--- src/rtl/regfile_pkg.sv ---
// Shared defaults and data/address types for the scoreboarded register file.
package regfile_pkg;

  localparam int DATA_WIDTH_DEF = 32;
  localparam int NUM_REGS_DEF   = 32;
  localparam int NUM_RD_DEF     = 2;
  localparam int DBG_REG_DEF    = 10;
  localparam int AW_DEF         = $clog2(NUM_REGS_DEF);

  typedef logic [AW_DEF-1:0]         reg_addr_t;
  typedef logic [DATA_WIDTH_DEF-1:0] reg_data_t;

endpackage

--- src/rtl/busy_table.sv ---
// One busy bit per register: set by an issued producer, cleared by its write-back.
// A set and a clear that hit the same register on one edge leave it busy.
module busy_table #(
  parameter int NUM_REGS = 32,
  parameter int AW       = 5
) (
  input  logic                clk,
  input  logic                rst,
  input  logic                set_en,
  input  logic [AW-1:0]       set_addr,
  input  logic                clr0_en,
  input  logic [AW-1:0]       clr0_addr,
  input  logic                clr1_en,
  input  logic [AW-1:0]       clr1_addr,
  output logic [NUM_REGS-1:0] busy
);

  logic [NUM_REGS-1:0] busy_d, busy_q;

  // NOTE: always_comb starts from a full default so no path leaves busy_d unassigned (no latch).
  always_comb begin
    busy_d = busy_q;
    for (int i = 0; i < NUM_REGS; i++) begin
      if (clr0_en && clr0_addr == AW'(i)) busy_d[i] = 1'b0;
      if (clr1_en && clr1_addr == AW'(i)) busy_d[i] = 1'b0;
      if (set_en  && set_addr  == AW'(i)) busy_d[i] = 1'b1;
    end
    busy_d[0] = 1'b0;
  end

  // NOTE: sequential state uses non-blocking assignments so every flop samples pre-edge values.
  always_ff @(posedge clk or posedge rst) begin
    if (rst) busy_q <= '0;
    else     busy_q <= busy_d;
  end

  assign busy = busy_q;

endmodule

--- src/rtl/regfile_scoreboard.sv ---
// Register file with two write ports (port 1 wins), write-to-read bypass,
// per-register busy tracking and a debug mirror of one stored register.
module regfile_scoreboard
  import regfile_pkg::*;
#(
  parameter int DATA_WIDTH = DATA_WIDTH_DEF,
  parameter int NUM_REGS   = NUM_REGS_DEF,
  parameter int NUM_RD     = NUM_RD_DEF,
  parameter int DBG_REG    = DBG_REG_DEF,
  localparam int AW        = (NUM_REGS > 1) ? $clog2(NUM_REGS) : 1
) (
  input  logic                               clk,
  input  logic                               rst,
  input  logic [NUM_RD-1:0][AW-1:0]          rd_addr,
  output logic [NUM_RD-1:0][DATA_WIDTH-1:0]  rd_data,
  output logic [NUM_RD-1:0]                  rd_busy,
  input  logic                               we0,
  input  logic [AW-1:0]                      wa0,
  input  logic [DATA_WIDTH-1:0]              wd0,
  input  logic                               we1,
  input  logic [AW-1:0]                      wa1,
  input  logic [DATA_WIDTH-1:0]              wd1,
  input  logic                               issue_en,
  input  logic [AW-1:0]                      issue_addr,
  output logic [DATA_WIDTH-1:0]              dbg_data
);

  logic [DATA_WIDTH-1:0] regs_d [NUM_REGS];
  logic [DATA_WIDTH-1:0] regs_q [NUM_REGS];
  logic [NUM_REGS-1:0]   busy_vec;
  logic                  we0_v, we1_v, issue_v;

  // x0 and addresses past the last register are inert for reads, writes and issues.
  function automatic logic addr_ok(input logic [AW-1:0] a);
    return (a != '0) && (int'(a) < NUM_REGS);
  endfunction

  assign we0_v   = we0 && addr_ok(wa0);
  assign we1_v   = we1 && addr_ok(wa1);
  assign issue_v = issue_en && addr_ok(issue_addr);

  busy_table #(
    .NUM_REGS (NUM_REGS),
    .AW       (AW)
  ) u_busy (
    .clk       (clk),
    .rst       (rst),
    .set_en    (issue_v),
    .set_addr  (issue_addr),
    .clr0_en   (we0_v),
    .clr0_addr (wa0),
    .clr1_en   (we1_v),
    .clr1_addr (wa1),
    .busy      (busy_vec)
  );

  always_comb begin
    for (int i = 0; i < NUM_REGS; i++) begin
      regs_d[i] = regs_q[i];
      if (we0_v && wa0 == AW'(i)) regs_d[i] = wd0;
      if (we1_v && wa1 == AW'(i)) regs_d[i] = wd1;
    end
    regs_d[0] = '0;
  end

  // NOTE: the array is reset on purpose: every register must read 0 after rst, not just x0.
  always_ff @(posedge clk or posedge rst) begin
    if (rst) begin
      for (int i = 0; i < NUM_REGS; i++) regs_q[i] <= '0;
    end else begin
      for (int i = 0; i < NUM_REGS; i++) regs_q[i] <= regs_d[i];
    end
  end

  // A bypassed read returns the incoming write and reports not busy; issues are never bypassed.
  always_comb begin
    for (int p = 0; p < NUM_RD; p++) begin
      rd_data[p] = '0;
      rd_busy[p] = 1'b0;
      if (!rst && addr_ok(rd_addr[p])) begin
        if (we1_v && wa1 == rd_addr[p]) begin
          rd_data[p] = wd1;
        end else if (we0_v && wa0 == rd_addr[p]) begin
          rd_data[p] = wd0;
        end else begin
          rd_data[p] = regs_q[rd_addr[p]];
          rd_busy[p] = busy_vec[rd_addr[p]];
        end
      end
    end
  end

  generate
    if (DBG_REG > 0 && DBG_REG < NUM_REGS) begin : g_dbg
      assign dbg_data = rst ? '0 : regs_q[DBG_REG];
    end else begin : g_no_dbg
      assign dbg_data = '0;
    end
  endgenerate

endmodule

--- config.mk ---
export PLATFORM = sky130hd
export DESIGN_NAME = regfile_scoreboard
export DESIGN_NICKNAME = d
export VERILOG_FILES = /design/src/rtl/regfile_pkg.sv /design/src/rtl/busy_table.sv /design/src/rtl/regfile_scoreboard.sv
export SDC_FILE = /design/constraint.sdc
export NUM_CORES = 2
export LEC_CHECK = 0
export ABC_AREA = 0
export CAP_MARGIN = 20
export CORE_ASPECT_RATIO = 0.9
export CORE_MARGIN = 2
export CORE_UTILIZATION = 45
export CTS_BUF_LIST = sky130_fd_sc_hd__clkbuf_2
export DETAILED_ROUTE_END_ITERATION = 10
export PLACE_DENSITY = 0.58
export SYNTH_ARGS = -nofsm -noshare
export SYNTH_HDL_FRONTEND = slang
export SYNTH_SLANG_ARGS = --single-unit
--- constraint.sdc ---
create_clock -name clk -period 106 [get_ports clk]
set_input_delay 31.8 -clock clk [delete_from_list [all_inputs] [get_ports clk]]
set_output_delay 31.8 -clock clk [all_outputs]
set_load 0.02 [all_outputs]
==> results.py <==
metrics = {
    "outcome": {
        "outcome": "finished clean",
    },
    "floorplanning": {
        "die_area_um2": 150000,
        "coreArea_um2": 146000,
        "num_rows": 133,
        "die-width_um": 408,
        "start_util_pct": 45.3,
        "die_h_um": 368,
        "io_pins": 192,
    },
    "timing": {
        "max_freq_mhz": 14.4,
        "worst_slew_pin_slew_ns": 1.32,
        "final-hold-violation-count": 0,
        "skew_ns": 0,
        "drv_slew": 0,
        "fin_ws_ns": 36.63,
        "period_share_pct": 65.4,
        "tns_ns": 0,
        "finalSetupViolCount": 0,
        "slew_headroom_pct": 11.6,
        "min_period_ns": 69.37,
        "grt_setup_unrepaired": "false",
    },
    "routing": {
        "ant_nets": 0,
        "vias": 58607,
        "finalWirelength_um": 283000,
        "routedWlPerCell_um": 32.0,
        "drtIter0Drc": 8273,
        "dr.pass1.iters": 9,
        "vias_per_cell": 6.62,
        "drc": 0,
    },
    "clock_tree": {
        "path_clk_slew_ns": 0.09,
        "htree_levels": 5,
        "clk_path_buf_depth": 4,
        "hold_buffers": 0,
        "cts-buffers-inserted": 297,
        "clock_sinks": 1023,
        "cts_resized": 0,
        "clock_latency_ns": 1.70,
        "cts_tree": "built",
        "postCtsSetupRepairBufs": 0,
        "root_buffer": "clkbuf_2",
    },
    "critical_path": {
        "endpoint": "rd_data[27]",
        "slowest_stage": "buf_4",
        "regToRegSetupSlack_ns": 105.04,
        "worst_setup_path_start_kind": "primary input",
        "crit_start": "rd_addr[0]",
        "r2r_start": "regs_q[696]",
        "criticalPathCategory": "in2out",
        "cp.required_ns": 74.20,
        "path_cells": "buf_8 -> buf_4 -> buf_12 -> buf_4 -> buf_4 -> mux2i_1 -> o22ai_1 -> or3_1 -> o311ai_0 -> clkbuf_2 -> o21ai_1 -> clkdlybuf4s50_1",
        "crit_path_frequent_cell": "buf_4",
        "ff2ff_path_depth": 2,
        "timing.rr.end": "regs_q[696]",
        "critical_path.max_stage_delay_ns": 0.92,
        "path_max_fanout": 122,
        "cp-end-kind": "output pin",
        "cp.arrival_ns": 37.57,
    },
    "finish": {
        "sequential_cell_area_um2": 25600,
        "drive_above_1_share_pct": 15.2,
        "syn2layout_area_growth_pct": 7.57,
        "nets": 6806,
        "fillerInstances": 13900,
        "multi_input_area_um2": 37100,
        "fin_area_um2": 71300,
        "final_cells": 8857,
    },
    "synth": {
        "yosysSeqAreaShare_pct": 38.6,
        "synth.avg_cell_area_um2": 9.65,
        "synthDistinctLibCells": 63,
        "synth_cells": 6861,
        "syn_nets": 6955,
        "synth_edf_count": 0,
        "async_flop_share_pct": 100,
        "ys_ff_latch": 1023,
        "netlist_area_um2": 66200,
        "synth-main-ff-cell": "dfrtp_1",
        "ys_warn_count": 0,
    },
    "global_routing": {
        "met3_usage_pct": 11.1,
        "antenna_found_initial": 11,
        "track_usage_pct": 36.8,
        "grt_pass1_wl_um": 407000,
        "grt_overflow": 0,
        "grt_max_degree": 143,
        "use_met1_pct": 49.8,
        "grt_pass1_vias": 56318,
        "top_usage_layer": "met2",
        "met2_usage_pct": 52.4,
    },
    "placed_design": {
        "gp_congestion": 0.936,
        "dp_worst_setup_slack_ns": 36.51,
        "numPortBuffers": 191,
        "place_inst": 8365,
        "dp_hpwl_um": 165000,
        "dpl_cell_area_um2": 68700,
    },
    "job": {
        "maxCapViolCount": 0,
    },
    "power": {
        "leakage_nw": 32.1,
        "finalPower_w": 0.00125,
        "max-vdd-ir-drop_mv": 0.0129,
        "powerDensity_nw_per_um2": 17.5,
    },
    "worst_hold_path": {
        "min-delay-start": "regs_q[432]",
        "hold_path_class": "reg2reg",
        "whs_path_depth": 2,
    },
}
-- worst max-delay path, delay by kind of cell --
kind	cells	cell delay, ns
buffers and inverters	7	4.37
AND/OR/NAND/NOR	1	0.38
AO/OA/AOI/OAI	3	0.33
multiplexers	1	0.27
-- per-layer routing --
| metal | vias up | wire length (um) |
|---|---|---|
| met5 | - | 48 |
| li1 | 24677 | - |
| met2 | 4105 | 119000 |
| met3 | 850 | 34900 |
| met1 | 28967 | 113000 |
| met4 | 8 | 16900 |
-- sequential cells by signal, summed over array words and instances, names as in the netlist --
name / flops
regs_q: 992
u_busy.busy: 31
-- cells in the mapped netlist, types with 18 or more instances --
cell type / instances / area [um2]
a21oi_1: 723 / 3620
a221o_1: 18 / 180
a221oi_1: 54 / 473
a22o_1: 27 / 236
a22oi_1: 115 / 863
a32oi_1: 41 / 359
buf_1: 77 / 289
buf_2: 244 / 1220
buf_4: 47 / 353
buf_6: 31 / 349
clkbuf_1: 449 / 1690
dfrtp_1: 1023 / 25600
mux2_2: 105 / 1180
mux2i_1: 1531 / 15300
mux4_2: 178 / 4010
nand2_1: 401 / 1510
nor2_1: 783 / 2940
nor2b_1: 50 / 313
nor3_1: 98 / 490
o21ai_0: 366 / 1830
o21ai_1: 37 / 185
o221ai_1: 20 / 175
o22ai_1: 195 / 1220
o311ai_0: 18 / 158
or3_1: 35 / 219
-- stage by stage --
step | utilization (%) | hold WS [ns]
detailed placement | 47.0 | 0.490
global placement | 47.0 | 0.481
floorplan | - | 0.462
CTS | 48.7 | 0.511
global route | 48.8 | 0.543
finish | 48.8 | 0.512
-- report_power, final --
part | total [W] | internal, W | switching (W)
sequential | 0.000589 | 0.000496 | 0.0000931
combinational | 0.000361 | 0.000167 | 0.000194
clock | 0.000299 | 0.000113 | 0.000186
total | 0.00125 | 0.000775 | 0.000473
-- cell usage in the layout (no fill, tap or decap), types with 97 or more instances in the layout --
cell	n
buf_4	204
mux2i_1	1531
nor2_1	770
mux2_2	105
clkbuf_2	426
a21oi_1	723
clkdlybuf4s50_1	180
mux4_2	178
nor3_1	97
dfrtp_1	1023
o21ai_0	366
nand2_1	380
o22ai_1	195
a22oi_1	113
-- cell families (layout without fill, tap and decap cells) --
logic type	count (synthesis)	in the layout	share of synthesized area, %
other cells	0	7	0
flops	1023	1023	38.6
mux	1814	1814	31.0
simple gates	1475	1475	9.44
compound gates	1661	1661	14.7
buf+inv	868	900	6.03
xor+xnor	20	20	0.264
-- final cells by class --
class,count,area share [%]
multi-input cells,4970,52.0
inverters,17,0.100
clock inverters,55,0.414
clock buffers,425,2.99
well taps,1957,3.44
flip-flops and latches,1023,35.9
repair buffers,403,5.06
diodes,7,0.0246
-- worst min-delay path by stage --
stage                        to
global route        regs_q[433]
global placement    regs_q[446]
detailed placement  regs_q[432]
finish              regs_q[432]
CTS                 regs_q[417]
floorplan           regs_q[446]
Power figures use the tool's default switching activity.
